===== src/rtl/r4_ibutter_seq.sv =====
// rtl/r4_ibutter_seq.sv - sequential radix-4 inverse butterfly, 4-sample frames in, scaled IDFT out
module r4_ibutter_seq #(
   parameter int W = 4
) (
   input  logic         wb_clk_i,
   input  logic         wb_rst_i,
   input  logic         in_valid,
   output logic         in_ready,
   input  logic [W-1:0] in_re,
   input  logic [W-1:0] in_im,
   output logic         out_valid,
   input  logic         out_ready,
   output logic [W-1:0] out_re,
   output logic [W-1:0] out_im,
   output logic [1:0]   out_idx,
   output logic         busy,
   output logic [7:0]   frame_cnt
);

   typedef enum logic [1:0] {S_LOAD, S_COMPUTE, S_DRAIN} state_t;

   state_t       r_state;
   state_t       w_next;
   logic [1:0]   r_lidx;
   logic [1:0]   r_oidx;
   logic         r_oval;
   logic [7:0]   r_fcnt;
   logic [W-1:0] r_x_re [4];
   logic [W-1:0] r_x_im [4];
   logic [W-1:0] r_y_re [4];
   logic [W-1:0] r_y_im [4];

   logic                w_in_xfer;
   logic                w_out_xfer;
   logic                w_last_out;
   logic signed [W+1:0] w_xr [4];
   logic signed [W+1:0] w_xi [4];
   logic signed [W+1:0] w_sr [4];
   logic signed [W+1:0] w_si [4];

   assign w_in_xfer  = (r_state == S_LOAD) && in_valid;
   assign w_out_xfer = (r_state == S_DRAIN) && r_oval && out_ready;
   assign w_last_out = w_out_xfer && (r_oidx == 2'd3);

   always_comb begin
      w_next   = r_state;
      in_ready = 1'b0;
      busy     = 1'b0;
      case (r_state)
         S_LOAD: begin
            in_ready = 1'b1;
            if (w_in_xfer && (r_lidx == 2'd3)) w_next = S_COMPUTE;
         end
         S_COMPUTE: begin
            busy   = 1'b1;
            w_next = S_DRAIN;
         end
         S_DRAIN: begin
            busy = 1'b1;
            if (w_last_out) w_next = S_LOAD;
         end
         default: w_next = S_LOAD;
      endcase
   end

   always_ff @(posedge wb_clk_i) begin
      if (wb_rst_i) r_state <= S_LOAD;
      else          r_state <= w_next;
   end

   // jX = (-Xi, Xr); sums carry two guard bits so the >>>2 result always fits W bits
   always_comb begin
      for (int k = 0; k < 4; k++) begin
         w_xr[k] = (W+2)'($signed(r_x_re[k]));
         w_xi[k] = (W+2)'($signed(r_x_im[k]));
      end
      w_sr[0] = w_xr[0] + w_xr[1] + w_xr[2] + w_xr[3];
      w_si[0] = w_xi[0] + w_xi[1] + w_xi[2] + w_xi[3];
      w_sr[1] = w_xr[0] - w_xi[1] - w_xr[2] + w_xi[3];
      w_si[1] = w_xi[0] + w_xr[1] - w_xi[2] - w_xr[3];
      w_sr[2] = w_xr[0] - w_xr[1] + w_xr[2] - w_xr[3];
      w_si[2] = w_xi[0] - w_xi[1] + w_xi[2] - w_xi[3];
      w_sr[3] = w_xr[0] + w_xi[1] - w_xr[2] - w_xi[3];
      w_si[3] = w_xi[0] - w_xr[1] - w_xi[2] + w_xr[3];
   end

   always_ff @(posedge wb_clk_i) begin
      if (wb_rst_i) begin
         r_lidx <= 2'd0;
         r_oidx <= 2'd0;
         r_oval <= 1'b0;
         r_fcnt <= 8'd0;
         for (int k = 0; k < 4; k++) begin
            r_x_re[k] <= '0;
            r_x_im[k] <= '0;
            r_y_re[k] <= '0;
            r_y_im[k] <= '0;
         end
      end else begin
         if (w_in_xfer) begin
            r_x_re[r_lidx] <= in_re;
            r_x_im[r_lidx] <= in_im;
            r_lidx         <= r_lidx + 2'd1;
         end
         if (r_state == S_COMPUTE) begin
            for (int k = 0; k < 4; k++) begin
               r_y_re[k] <= W'(w_sr[k] >>> 2);
               r_y_im[k] <= W'(w_si[k] >>> 2);
            end
            r_oidx <= 2'd0;
            r_oval <= 1'b0;
         end
         // first DRAIN cycle only arms the output; r_oval drops again on the y3 transfer
         if ((r_state == S_DRAIN) && !r_oval) r_oval <= 1'b1;
         if (w_out_xfer) begin
            r_oidx <= r_oidx + 2'd1;
            if (r_oidx == 2'd3) begin
               r_oval <= 1'b0;
               r_fcnt <= r_fcnt + 8'd1;
               r_lidx <= 2'd0;
            end
         end
      end
   end

   assign out_valid = r_oval;
   assign out_idx   = r_oidx;
   assign out_re    = r_y_re[r_oidx];
   assign out_im    = r_y_im[r_oidx];
   assign frame_cnt = r_fcnt;

endmodule


===== config.mk =====
export PLATFORM = sky130hd
export DESIGN_NAME = r4_ibutter_seq
export DESIGN_NICKNAME = d
export VERILOG_FILES = /design/src/rtl/r4_ibutter_seq.sv
export SDC_FILE = /design/constraint.sdc
export NUM_CORES = 1
export LEC_CHECK = 0
export BUFFER_PORTS_ARGS = -buffer_cell sky130_fd_sc_hd__buf_2
export CAP_MARGIN = 20
export CORE_UTILIZATION = 35
export DETAILED_ROUTE_END_ITERATION = 10
export GPL_ROUTABILITY_DRIVEN = 0
export GPL_TIMING_DRIVEN = 0
export PLACE_DENSITY = 0.51
export SLEW_MARGIN = 20
export SYNTH_ARGS = -nofsm -noshare
export SYNTH_HDL_FRONTEND = slang
export SYNTH_SLANG_ARGS = --single-unit

===== constraint.sdc =====
create_clock -name wb_clk_i -period 8.5 [get_ports wb_clk_i]
set_input_delay 0.85 -clock wb_clk_i [delete_from_list [all_inputs] [get_ports wb_clk_i]]
set_output_delay 0.85 -clock wb_clk_i [all_outputs]
set_load 0.03 [all_outputs]

==> impl_metrics.csv <==
group,metric,value,unit
hold_path,hold_path.class,"reg2reg",
setup_path,worst_setup_path_end_kind,"register",
floorplan,fp.dieH,135,um
synth,yosys-top-cells-count,"103 x inv_1, 66 x fa_1, 64 x edfxtp_1",
synth,postSynthAreaPerCell,11.4,um^2
clock_network,htreeDepth,3,
synth,synth_xor_area_share,3.37,%
placed_design,io_buffers,31,
timing,period_share,38.1,%
drt,num_vias,3869,
final_layout,diodes,0,
synth,ys.flop_type,"edfxtp_1",
timing,period_needed,3.24,ns
timing,finalSetupViolCount,0,
synth,yosysSeqAreaShare,36.3,%
synth,syn_area,6240,um^2
synth,yosysWarnings,0,
synth,synth-edff-count,64,
clock_network,clock-sinks,81,
clock_network,cts_tree,"done",
synth,ys_ff_latch,81,
clock_network,cts.path.max_buffers,2,
timing,skew,0.00863,ns
drt,wl_per_cell,15.5,um
synth,synth_top_family_by_area,"adder cells",
grt,grt_usage,15.1,%
floorplan,die_x,135,um
synth,syn_nets,666,
timing,worstMarginPinSlew,0.751,ns
power,vdd_drop_max,116,uV
synth,synth_top_area_share,30.8,%
timing,rsz0062_at_grt,"no",
setup_path,critical_path.max_fanout,3,
grt,antenna_found_initial,0,
clock_network,clkTransAtPathRegs,0.06,ns
final_layout,fin_area,7000,um^2
drt,via_per_inst,4.73,
timing,fin_setup_tns,0,ns
synth,yosys-top-cells-area,"edfxtp_1 31%, fa_1 21%, ha_1 8.4%",
synth,synth_fa_ha_area_share,29.6,%
grt,grt_pass1_wl,20500,um
final_layout,fillers,1667,
setup_path,required,8.69,ns
final_layout,syn2layout_area_growth,12.3,%
timing,slew-limit-headroom,50.0,%
clock_network,ctsResizeCount,0,
grt,grt_max_degree,33,
floorplan,initial_core_util,35.9,%
synth,synth_compound_area_share,6.60,%
final_layout,final_nets,708,
job,drv_cap,0,
setup_path,arrival,3.43,ns
setup_path,path_class,"reg2reg",
drt,drt-pass1-iter-count,4,
grt,grt_pass1_vias,3944,
setup_path,startpoint_type,"register",
timing,fmax,309,MHz
clock_network,ctsHoldBuffers,0,
status,outcome,"finished, final reports clean",
clock_network,cts-buffers-inserted,9,
drt,drtAntennaViolNets,0,
clock_network,postCtsSetupBuffers,0,
power,power.leakage,3.05,nW
timing,maxSlewViolCount,0,
placed_design,dp_hpwl,10700,um
timing,final_hold_viol_count,0,
synth,yosysTopAreaCell,"edfxtp_1",
placed_design,place_area,6670,um^2
synth,synth_cell_type_count,44,
synth,synthSimpleGateAreaFrac,13.7,%
floorplan,rows,48,
final_layout,drive_gt1_share,13.0,%
floorplan,die_area,18400,um^2
synth,yosys-mux-area-fraction,3.21,%
grt,overflow,0,
floorplan,core_area,17400,um^2
synth,post-synth-top-count-cell,"inv_1",
floorplan,io_pins,33,
clock_network,clock_latency,0.35,ns
drt,wirelength,12700,um
drt,drc_errors,0,
power,power,1.77,mW
synth,netlist_instances,546,
drt,drtIter0Drc,148,
clock_network,cts_root_buffer,"clkbuf_16",
power,pwr_density_cell,253,nW/um^2
synth,ys_async_sr_fraction,0,%
## area by class of cell
cell class                      instances  area (um^2)  share of cell area [%]
Tap cell                              225          282                    4.02
Timing Repair Buffer                   31          155                    2.22
Multi-Input combinational cell        353         3520                    50.3
Buffer                                  9         67.6                   0.965
Clock buffer                            9          225                    3.22
Sequential cell                        81         2260                    32.3
Clock inverter                          7          103                    1.47
Inverter                              103          387                    5.52
## registers in the layout, indices dropped and copies added, names as in the netlist, named ones only
name	count
out_idx	2
r_y_re	16
frame_cnt	8
r_lidx	2
r_x_re	16
r_y_im	16
out_valid	1
r_state	2
r_x_im	16
## critical path, stage by stage, from the launching register on
cell	delay [ns]
edfxtp_1	0.46
inv_1	0.14
fa_1	0.57
fa_1	0.54
inv_1	0.05
ha_1	0.32
a21oi_1	0.31
a21oi_1	0.15
or3_1	0.38
a21oi_1	0.16
## report_power, final
group | switching (mW) | internal (mW)
clock network | 0.163 | 0.259
logic | 0.461 | 0.354
registers | 0.0405 | 0.491
total | 0.664 | 1.11
## cell families (layout without fill, tap and decap cells)
kind of cell             after synthesis  after routing
AO/OA/AOI/OAI                         65             65
multiplexers                          10             10
buffers and inverters                112            159
XOR/XNOR                              24             24
flip-flops                            81             81
adder cells (fa/ha/maj)              108            108
AND/OR/NAND/NOR                      146            146
## metal layers
metal | share of wire (%) | vias up | global-route usage [%] | wire, um
li1 | - | 1896 | - | -
met1 | 48 | 1912 | 21.0 | 6120
met2 | 47 | 48 | 23.6 | 5950
met3 | 3.3 | 13 | 2.88 | 417
met4 | 1.4 | 0 | 5.24 | 172
met5 | 0 | - | 0 | 0
## layout by cell type (no fill, tap or decap), drive strengths merged, types with 10 or more instances in the layout
cell,synthesis,routed
o21ai,10,10
xnor2,11,11
xor2,13,13
fa,66,66
dfxtp,17,17
clkbuf,2,11
inv,103,104
a21oi,26,26
buf,7,38
and2,32,32
nand2,20,20
ha,42,42
nor2,28,28
nor3,24,24
edfxtp,64,64
## path summary, 6_finish.rpt
path,start,endpoint,slack (ns),cells past startpoint
min,out_idx[1]$_SDFFE_PP0N_,out_idx[1]$_SDFFE_PP0N_,0.52,2
max reg2reg,r_x_im[3][2]$_DFFE_PP_,r_y_im[2][3]$_SDFFCE_PN0P_,5.26,9
max,r_x_im[3][2]$_DFFE_PP_,r_y_im[2][3]$_SDFFCE_PN0P_,5.26,9
min reg2reg,out_idx[1]$_SDFFE_PP0N_,out_idx[1]$_SDFFE_PP0N_,0.52,2
## through the flow
stage	setup WS [ns]	util, %	hold WS, ns	instances
floorplan	5.61	-	0.492	546
global placement	5.26	38.5	0.487	802
detailed placement	5.29	38.5	0.511	802
CTS	5.26	40.3	0.525	818
global route	5.07	40.3	0.557	818
finish	5.26	40.3	0.520	818
No activity file was read; power rests on OpenSTA's default activity.
